==> config.mk <==
export PLATFORM = sky130hd
export DESIGN_NAME = mux_collector_16
export DESIGN_NICKNAME = d
export VERILOG_FILES = /design/src/rtl/mux_collector_16.sv
export SDC_FILE = /design/constraint.sdc
export NUM_CORES = 1
export LEC_CHECK = 0
export BUFFER_PORTS_ARGS = -buffer_cell sky130_fd_sc_hd__buf_2
export CAP_MARGIN = 20
export CORE_MARGIN = 4
export CORE_UTILIZATION = 43
export CTS_CLUSTER_SIZE = 30
export DETAILED_ROUTE_END_ITERATION = 6
export GPL_ROUTABILITY_DRIVEN = 0
export GPL_TIMING_DRIVEN = 0
export PLACE_DENSITY = 0.83
export SYNTH_ARGS = -nofsm -noshare
export SYNTH_HDL_FRONTEND = slang
export SYNTH_SLANG_ARGS = --single-unit
==> constraint.sdc <==
create_clock -name clk_i -period 3.49 [get_ports clk_i]
set_input_delay 0.349 -clock clk_i [delete_from_list [all_inputs] [get_ports clk_i]]
set_output_delay 0.349 -clock clk_i [all_outputs]
set_load 0.005 [all_outputs]
==> src/rtl/mux_collector_16.sv <==
// mux_collector_16
//   16-to-1 collecting multiplexer. It gathers beats from 16 valid/ready sources
//   onto one registered output stream. OUT_SEL tags each beat with its source
//   index so that the sink can route it back through the 16-way demultiplexer.
//
//   Ports
//     clk_i        clock; all state changes on the rising edge
//     rst_i        asynchronous active-high reset; clears all state at once
//     enable_i     1 = new beats may be accepted
//     req_valid_i  bit i set = source i presents a beat
//     req_data_i   beat of source i at [i*DATA_WIDTH +: DATA_WIDTH]
//     req_ready_o  one-hot (or zero); the beat of that source is taken this cycle
//     out_valid_o  the output register holds a beat
//     out_data_o   registered beat
//     out_sel_o    source index of the beat in out_data_o
//     out_ready_i  the sink takes the output beat when out_valid_o & out_ready_i
//
//   Build option
//     FIXED_PRIORITY_EN  defined: fixed priority, source 0 highest, and no
//                        round-robin pointer. Undefined (default): round-robin.
module mux_collector_16 #(
    parameter int DATA_WIDTH = 8
) (
    input  logic                     clk_i,
    input  logic                     rst_i,
    input  logic                     enable_i,
    input  logic [15:0]              req_valid_i,
    input  logic [16*DATA_WIDTH-1:0] req_data_i,
    output logic [15:0]              req_ready_o,
    output logic                     out_valid_o,
    output logic [DATA_WIDTH-1:0]    out_data_o,
    output logic [3:0]               out_sel_o,
    input  logic                     out_ready_i
);

    logic                  out_valid_q, out_valid_d;
    logic [DATA_WIDTH-1:0] out_data_q, out_data_d;
    logic [3:0]            out_sel_q, out_sel_d;
    logic [3:0]            grant;
    logic                  load;

    function automatic logic [3:0] lowest_idx(input logic [15:0] v);
        lowest_idx = 4'd0;
        for (int i = 15; i >= 0; i--) begin
            if (v[i]) lowest_idx = 4'(i);
        end
    endfunction

`ifdef FIXED_PRIORITY_EN
    always_comb begin
        grant = lowest_idx(req_valid_i);
    end
`else
    logic [3:0]  ptr_q, ptr_d;
    logic [15:0] masked;

    // First pass looks only at sources at or above the pointer; if none are
    // valid, the second pass takes the lowest valid source, which wraps.
    always_comb begin
        masked = req_valid_i & (16'hFFFF << ptr_q);
        grant  = (|masked) ? lowest_idx(masked) : lowest_idx(req_valid_i);
    end

    always_comb begin
        ptr_d = load ? grant + 4'd1 : ptr_q;
    end

    always_ff @(posedge clk_i or posedge rst_i) begin
        if (rst_i) ptr_q <= 4'd0;
        else       ptr_q <= ptr_d;
    end
`endif

    // OUT_READY reaches only req_ready_o; the data path depends on the grant alone.
    // Gating with rst_i means no source is ever told "taken" while reset is asserted.
    always_comb begin
        load        = enable_i & (|req_valid_i) & (~out_valid_q | out_ready_i) & ~rst_i;
        req_ready_o = load ? (16'h0001 << grant) : 16'h0000;
    end

    always_comb begin
        out_valid_d = out_valid_q;
        out_data_d  = out_data_q;
        out_sel_d   = out_sel_q;
        if (load) begin
            out_valid_d = 1'b1;
            out_data_d  = req_data_i[grant*DATA_WIDTH +: DATA_WIDTH];
            out_sel_d   = grant;
        end else if (out_valid_q && out_ready_i) begin
            out_valid_d = 1'b0;
        end
    end

    always_ff @(posedge clk_i or posedge rst_i) begin
        if (rst_i) begin
            out_valid_q <= 1'b0;
            out_data_q  <= '0;
            out_sel_q   <= 4'd0;
        end else begin
            out_valid_q <= out_valid_d;
            out_data_q  <= out_data_d;
            out_sel_q   <= out_sel_d;
        end
    end

    assign out_valid_o = out_valid_q;
    assign out_data_o  = out_data_q;
    assign out_sel_o   = out_sel_q;

endmodule

== Word-level counts from Yosys, hierarchy flattened ==
Index checks and enable logic that the tools add are counted.
Word-level totals
  ROM bits: 0
  input port bits: 148
  word-level logic and storage cells: 55
  output and inout port bits: 29
  register bits after elaboration: 17
  latch bits: 0
  memories: 0
  memory bits (writable): 0
Operators by class
  divide/modulo/power cells: 0
  bitwise operators: 7
  equal/unequal tests: 0
  multipliers: 0
  reduce and logical (&&, ||, !) cells: 4
  order comparisons: 0
  shift-type cells: 3
  add/sub/neg operators: 1
  mux-type cells: 36
Operators by type and width (number)
  $mux W4: 33
  $shiftx A128 B8 Y8: 1
  $reduce_or A16 Y1: 2
  $and A16 B16 Y16: 1
  $mux W16: 1
  $shl A1 B4 Y16 const A: 1
  $shl A16 B4 Y16 const A: 1
  $add A4 B1 Y4 const B: 1
  $and A1 B1 Y1: 3
  $mux W1: 2
  $not A1 Y1: 2
  $reduce_bool A2 Y1: 1
  $logic_and A1 B1 Y1: 1
  $or A1 B1 Y1: 1

== Logic depth before layout (Yosys ltp) ==
Gate-level depths: netlist of the first run.
  depth in word-level cells: 21
  mapped depth: 12

== Worst setup path after synthesis of the first run ==
Ideal clock, no wire load.
  path type: reg2out
  start point: register ptr_q[1]
  end point: output req_ready_o[11]
  slack: 665 ps
  data arrival time: 2476 ps
  required time: 3141 ps
  cell stages (with the launch flop): 13
  path buffers: 3
  cell sequence: dfrtp_1 > buf_2 > nand4_1 > a21oi_2 > o21bai_1 > or3b_1 > a32oi_2 > buf_6 > buf_8 > inv_2 > ha_1 > ha_1 > and2_1
On the way
  cells in the longest elaborated chain, start to end: 21
  elaborated cells between the ends (all ways): 22
  classes of those cells: shift: 2; mux: 18; bitwise: 1; reduce/logical: 1
Ends and longest elaborated chain
  start: declaration: line 54  | logic [3:0] ptr_q, ptr_d;
  start signal: assignment: line 70  | else ptr_q <= ptr_d;
  $shl A16 B4 Y16 *: line 60  | masked = req_valid_i & (16'hFFFF << ptr_q);
  $and A16 B16 Y16 *: line 60
  $mux W4 (16 in a row): line 45  | if (v[i]) lowest_idx = 4'(i);
  $mux W4 *: line 61  | grant = (|masked) ? lowest_idx(masked) : lowest_idx(req_valid_i);
  named net grant[1]: line 39  | logic [3:0] grant;
  $shl A1 B4 Y16 *: line 78  | req_ready_o = load ? (16'h0001 << grant) : 16'h0000;
  $mux W16 *: line 78
  end: declaration: line 29  | output logic [15:0] req_ready_o,
Mark *: on every way through the listed nets, which the timed path passes. The rest lies on a longest branch.

== Worst setup path after layout of the first run ==
  start point: register ptr_q[0]
  end point: output req_ready_o[15]
The elaborated chain is that of the path after synthesis.

==> results.json, run 1 <==
{
  "status": "complete, no violations",
  "drive_gt1_share_pct": 43.4,
  "nets": 666,
  "drt_pass1_iterations": 6,
  "clk_path_buf_depth": 2,
  "ys_async_sr_fraction_pct": 100,
  "synthAdderAreaFrac_pct": 2.93,
  "grt_antenna_before_repair": 1,
  "drv_slew": 0,
  "synth_largest_type_area_fraction_pct": 25.0,
  "yosysSeqAreaShare_pct": 16.6,
  "r2r-start": "ptr_q[0]",
  "synth-edff-count": 0,
  "grt_max_degree": 19,
  "cp-endpoint": "req_ready_o[15]",
  "die_area_um2": 7260,
  "initial_utilization_pct": 45.4,
  "hold_viol_final": 0,
  "core_um2": 5640,
  "dpl.hpwl_mm": 8.43,
  "syn_avg_cell_area_um2": 7.94,
  "cts_tree": "built",
  "grt_pass1_vias": 3345,
  "clkLatencyLatePin_ns": 0.25,
  "chipWidth_um": 85.2,
  "ys_ff_latch": 17,
  "synth_top_area_cell": "mux2i_1",
  "dp_worst_setup_slack_ns": 0.0705,
  "final.setup_skew_ns": 0.00144,
  "synth_flop_cell": "dfrtp_1",
  "dr.first_iter.drc_count": 194,
  "num_antenna_cells": 0,
  "slew_headroom_pct": 50.2,
  "wl_per_cell_um": 17.7,
  "synth_common_cells": "mux2i_1, nor2_1, dfrtp_1, o21ai_0, o22ai_1",
  "hold_path.class": "in -> async",
  "crit_start": "ptr_q[0]",
  "synth.mux.area_fraction_pct": 29.4,
  "synthCells": 323,
  "p_per_area_nw_per_um2": 864,
  "period_share_pct": 95.7,
  "ios": 177,
  "portBuffers": 176,
  "synth_nets": 477,
  "drc": 0,
  "tightest_slew_ns": 0.747,
  "rows": 27,
  "num_vias": 3377,
  "fin_setup_tns_ns": 0,
  "cts_root_buf": "clkbuf_8",
  "fmaxAchievable_ghz": 0.299,
  "cp.arrival_ns": 2.99,
  "cts_buffers": 3,
  "startpoint_type": "register",
  "ys_warn_count": 0,
  "path_class": "reg -> out",
  "fp.dieH_um": 85.2,
  "synth_compound_area_share_pct": 24.2,
  "cp.required_ns": 3.14,
  "reg2reg_setup_slack_ns": 0.48,
  "maxCapViolCount": 0,
  "clock_sinks": 17,
  "wl_mm": 10.3,
  "min_period_ns": 3.34,
  "synth-simple-area-share_pct": 19.3,
  "vdd_drop_max_v": 0.000470,
  "setup_viol": 0,
  "clkTransAtPathRegs_ns": 0.07,
  "yosysMostFrequentCell": "mux2i_1",
  "synth_top_family_by_area": "multiplexers",
  "syn_area_um2": 2560,
  "syn2layout_area_growth_pct": 43.7,
  "cp_max_fo": 11,
  "grt_overflow_total": 0,
  "r2r_cells": 12,
  "cp-end-kind": "output pin",
  "yosys-top-cells-area": "mux2i_1, dfrtp_1, nor2_1, mux2_2, o22ai_1",
  "fin_ws_ns": 0.150,
  "grt_usage_pct": 26.8,
  "cts_hold_buf": 0,
  "grt_pass1_wl_mm": 16.0,
  "ant_nets": 0,
  "viasPerCell": 5.79,
  "cts_max_level": 1,
  "leakage_nw": 1.95,
  "synthXorXnorAreaFrac_pct": 0.342,
  "r2r-end": "out_data_o[1]",
  "synth_cell_types": 56
}
-- cells by family after synthesis --
| logic type | Yosys count |
|---|---|
| simple gates | 100 |
| compound gates | 91 |
| mux | 74 |
| buf+inv | 34 |
| flops | 17 |
| fa+ha+maj | 6 |
| xor+xnor | 1 |
-- worst min-delay path by stage --
stage                       startpoint            end  cells past startpoint
final                            rst_i   out_sel_o[2]                      2
after CTS                        rst_i   out_sel_o[2]                      2
after floorplan                  rst_i  out_data_o[0]                      1
after detailed placement  out_sel_o[3]   out_sel_o[3]                      1
after global routing             rst_i   out_sel_o[2]                      2
after global placement    out_sel_o[3]   out_sel_o[3]                      1
-- metal layers --
layer | part of all wire (%) | global-route usage, %
met1 | 40 | 34.9
met2 | 50 | 46.7
met3 | 8.7 | 3.88
met4 | 1.1 | 5.61
met5 | 0.068 | 0
-- power breakdown --
group | switching, mW | internal, mW | leakage (nW)
clock | 0.0664 | 0.0809 | 0.0228
combinational | 1.44 | 1.24 | 1.73
sequential | 0.0658 | 0.291 | 0.198
total | 1.57 | 1.61 | 1.95
-- worst max-delay path, stage by stage, from the launching register on --
cell,delay [ns]
dfrtp_1,0.39
buf_4,0.19
nand4_1,0.15
a21oi_2,0.22
o21bai_1,0.14
or3b_1,0.37
a32oi_2,0.25
buf_6,0.15
buf_8,0.15
inv_2,0.06
ha_1,0.21
ha_1,0.21
and2_1,0.13
buf_2,0.12
-- through the flow --
step / area [um2] / hold slack [ns] / utilization (%) / instances / power [mW]
after floorplan: 2560 / 0.284 / - / 323 / 2.23
after global placement: 3530 / 0.456 / 62.7 / 571 / 2.83
after detailed placement: 3530 / 0.464 / 62.7 / 571 / 2.88
after CTS: 3590 / 0.211 / 63.7 / 576 / 3.06
after global routing: 3680 / 0.248 / 65.3 / 583 / 3.42
final: 3680 / 0.194 / 65.3 / 583 / 3.18
-- sequential cells by signal, summed over array words and instances (netlist names) --
name and flops:
out_sel_o 4, out_valid_o 1, ptr_q 4, out_data_o 8
-- layout by cell type, fill, tap and decap left out, types with 9 or more instances in the layout --
| cell | netlist | layout |
|---|---|---|
| buf_2 | 7 | 178 |
| nor3_1 | 11 | 11 |
| mux2i_1 | 64 | 64 |
| buf_4 | 3 | 12 |
| dfrtp_1 | 17 | 17 |
| o21ai_1 | 11 | 12 |
| inv_1 | 12 | 12 |
| o21ai_0 | 16 | 15 |
| mux2_2 | 9 | 9 |
| o22ai_1 | 16 | 16 |
| nor2_1 | 38 | 38 |
| nand2_1 | 14 | 13 |
-- area by class of cell --
| type | instances | area (um2) |
|---|---|---|
| tap | 72 | 90.1 |
| buffer | 20 | 153 |
| inverter | 14 | 53.8 |
| timing repair buffer | 184 | 941 |
| fill | 520 | 1960 |
| clock buffer | 4 | 45.0 |
| sequential | 17 | 425 |
| multi-input combinational | 272 | 1980 |
-- what timing repair did --
item,CTS,global route
hold endpoints to repair,0,0
pin swaps,1,5
setup buffers,1,7
endpoints found under the setup margin,16,16
cloned,0,0
resized for setup,3,13
Note: power is estimated with default switching activity, not from simulation.
==> run 2, diff against run 1 <==
--- a/config.mk
+++ b/config.mk
@@ -7,13 +7,14 @@
 export LEC_CHECK = 0
 export BUFFER_PORTS_ARGS = -buffer_cell sky130_fd_sc_hd__buf_2
 export CAP_MARGIN = 20
-export CORE_MARGIN = 4
-export CORE_UTILIZATION = 43
+export CELL_PAD_IN_SITES_DETAIL_PLACEMENT = 1
+export CELL_PAD_IN_SITES_GLOBAL_PLACEMENT = 1
+export CORE_UTILIZATION = 29
 export CTS_CLUSTER_SIZE = 30
 export DETAILED_ROUTE_END_ITERATION = 6
 export GPL_ROUTABILITY_DRIVEN = 0
 export GPL_TIMING_DRIVEN = 0
-export PLACE_DENSITY = 0.83
+export PLACE_DENSITY_LB_ADDON = 0.1
 export SYNTH_ARGS = -nofsm -noshare
 export SYNTH_HDL_FRONTEND = slang
 export SYNTH_SLANG_ARGS = --single-unit
==> run 2 against run 1 <==
  * Register-to-register slack worse by 0.02 ns
  * Sequential cell count stayed put
  * Non-clock buffer count stayed put
  * Global-route usage fell by 4.3 points
  * Maximum frequency is 1.4% higher
  * Clock power increased by 3%
  * Sequential power increased by 1%
  * Clock skew is 0.00058 ns higher
  * First-iteration DRC count shrank 48%
  * Critical path type unchanged
  * Clock-buffer cell count is 1 lower
  * Core utilization down 20 points
  * Combinational power rose by 4%
==> results.json, run 2 (synthesized netlist as in run 1, its figures left out) <==
{
  "status": "complete, no violations",
  "dp_worst_setup_slack_ns": -0.0386,
  "met2_usage_pct": 39.7,
  "fp.dieH_um": 96.0,
  "r2r-end": "out_data_o[4]",
  "grt_max_degree": 19,
  "holdWs_ns": 0.199,
  "vdd_drop_max_v": 0.000313,
  "grtUsageMet1_pct": 29.7,
  "final.setup_skew_ns": 0.00202,
  "cp-end-kind": "output pin",
  "min_period_ns": 3.29,
  "final_cell_mix": "buf_2, mux2i_1, nor2_1",
  "ios": 177,
  "r2r_cells": 11,
  "drv_slew": 0,
  "drive_gt1_share_pct": 44.2,
  "path_class": "reg -> out",
  "core_um2": 8380,
  "initial_utilization_pct": 30.6,
  "slew_headroom_pct": 48.3,
  "path_cells": "nand2_1 -> o311a_1 -> or3b_4 -> a32oi_4 -> buf_6 -> buf_8 -> inv_2 -> ha_1 -> ha_1 -> and2_1 -> buf_2",
  "startpoint_type": "register",
  "grt_usage_pct": 22.5,
  "rsz0062_at_grt": "no",
  "nets": 666,
  "grt_antenna_before_repair": 0,
  "grt_overflow_total": 0,
  "cpLargestDelayFamily": "simple AND/OR/NAND/NOR gates",
  "clock_power_share_pct": 4.6,
  "cp.required_ns": 3.14,
  "hold_viol_final": 0,
  "grt_pass1_wl_mm": 16.0,
  "fillers": 1100,
  "cp_slowest_stage_delay_ns": 0.47,
  "grt_pass1_vias": 3276,
  "hold_path.class": "in -> async",
  "dpl.hpwl_mm": 8.91,
  "switching_share_pct": 49.9,
  "maxCapViolCount": 0,
  "met3_usage_pct": 2.29,
  "viasPerCell": 5.27,
  "dr.first_iter.drc_count": 101,
  "fin_util_pct": 44.9,
  "critPathSlowestCell": "dfrtp_1",
  "cts_root_buf": "clkbuf_8",
  "ant_nets": 0,
  "portBuffers": 176,
  "leakage_nw": 1.96,
  "tightest_slew_ns": 0.775,
  "drt_pass1_iterations": 5,
  "comb_power_share_pct": 84.4,
  "setup_viol": 0,
  "num_vias": 3246,
  "p_per_area_nw_per_um2": 874,
  "cts_buffers": 3,
  "clkTransAtPathRegs_ns": 0.07,
  "clkLatencyLatePin_ns": 0.25,
  "clk_path_buf_depth": 2,
  "period_share_pct": 94.3,
  "num_antenna_cells": 0,
  "cp-endpoint": "req_ready_o[11]",
  "register_area_um2": 425,
  "chipWidth_um": 96.0,
  "largest_reg_flops": 8,
  "fmaxAchievable_ghz": 0.304,
  "p_int_mw": 1.65,
  "fin_ws_ns": 0.197,
  "cts_tree": "built",
  "multi_input_comb_area_um2": 2000,
  "worst-path-buf-inv": 4,
  "cts_max_level": 1,
  "busiest_layer": "met2",
  "seqPwrFrac_pct": 10.9,
  "reg2reg_setup_slack_ns": 0.46,
  "cp.arrival_ns": 2.94,
  "clock_sinks": 17,
  "r2r-start": "ptr_q[2]",
  "final_common_cell": "buf_2",
  "fin_setup_tns_ns": 0,
  "rows": 33,
  "cp_max_fo": 11,
  "die_area_um2": 9220,
  "crit_start": "ptr_q[2]",
  "switchingPower_mw": 1.64,
  "drc": 0,
  "syn2layout_area_growth_pct": 46.9,
  "crit_top_cell": "ha_1",
  "wl_per_cell_um": 17.5,
  "cp.depth": 11,
  "wl_mm": 10.8
}
[run 2: final cells by class]
class	instances	area share, %
sequential	17	11.3
buffer	18	3.95
clock inverter	1	0.133
timing repair buffer	186	25.4
clock buffer	3	1.10
multi-input combinational	272	53.2
tap	105	3.49
inverter	14	1.43
[run 2: timing repair]
item                       in CTS  in global routing
setup endpoints to repair      16                 16
pin swaps                       1                  5
setup buffers                   2                  8
gates resized for setup         8                 13
hold buffers                    0                  0
[run 2: worst min path at each step]
stage	from	end	slack (ns)	cells past startpoint
5_1_grt	rst_i	out_data_o[2]	0.27	2
3_5_place_dp	out_sel_o[3]	out_sel_o[3]	0.47	1
2_1_floorplan	rst_i	out_data_o[0]	0.28	1
3_3_place_gp	out_sel_o[3]	out_sel_o[3]	0.46	1
6_report	rst_i	out_sel_o[3]	0.20	2
4_1_cts	rst_i	out_data_o[2]	0.22	2
[run 2: per-layer routing]
layer,part of all wire [%],vias to the layer above
met3,5.5,4
met5,0,-
met1,44,1524
met2,50,120
li1,-,1598
met4,0.48,0
[run 2: stage by stage]
stage	cells	total power, mW	area, um2
after detailed placement	604	2.95	3580
after floorplan	323	2.23	2560
after CTS	610	3.18	3670
after global placement	604	2.92	3580
after global routing	616	3.54	3760
final	616	3.29	3760
[run 2: worst reg2reg max path, stage by stage (launching register included)]
cell and delay, ns:
dfrtp_1 0.47, nand2_1 0.14, o311a_1 0.40, or3b_4 0.44, a32oi_4 0.22, buf_6 0.15
buf_4 0.21, buf_6 0.20, mux2i_1 0.24, nor2_1 0.06, nor3_1 0.27, o21ai_1 0.12
[run 2: power groups by stage]
stage	clock [mW]	sequential [mW]	combinational (mW)
5_1_grt	0.160	0.370	3.01
3_3_place_gp	0	0.357	2.56
6_report	0.152	0.360	2.78
2_1_floorplan	0	0.350	1.88
4_1_cts	0.156	0.358	2.67
3_5_place_dp	0	0.360	2.59
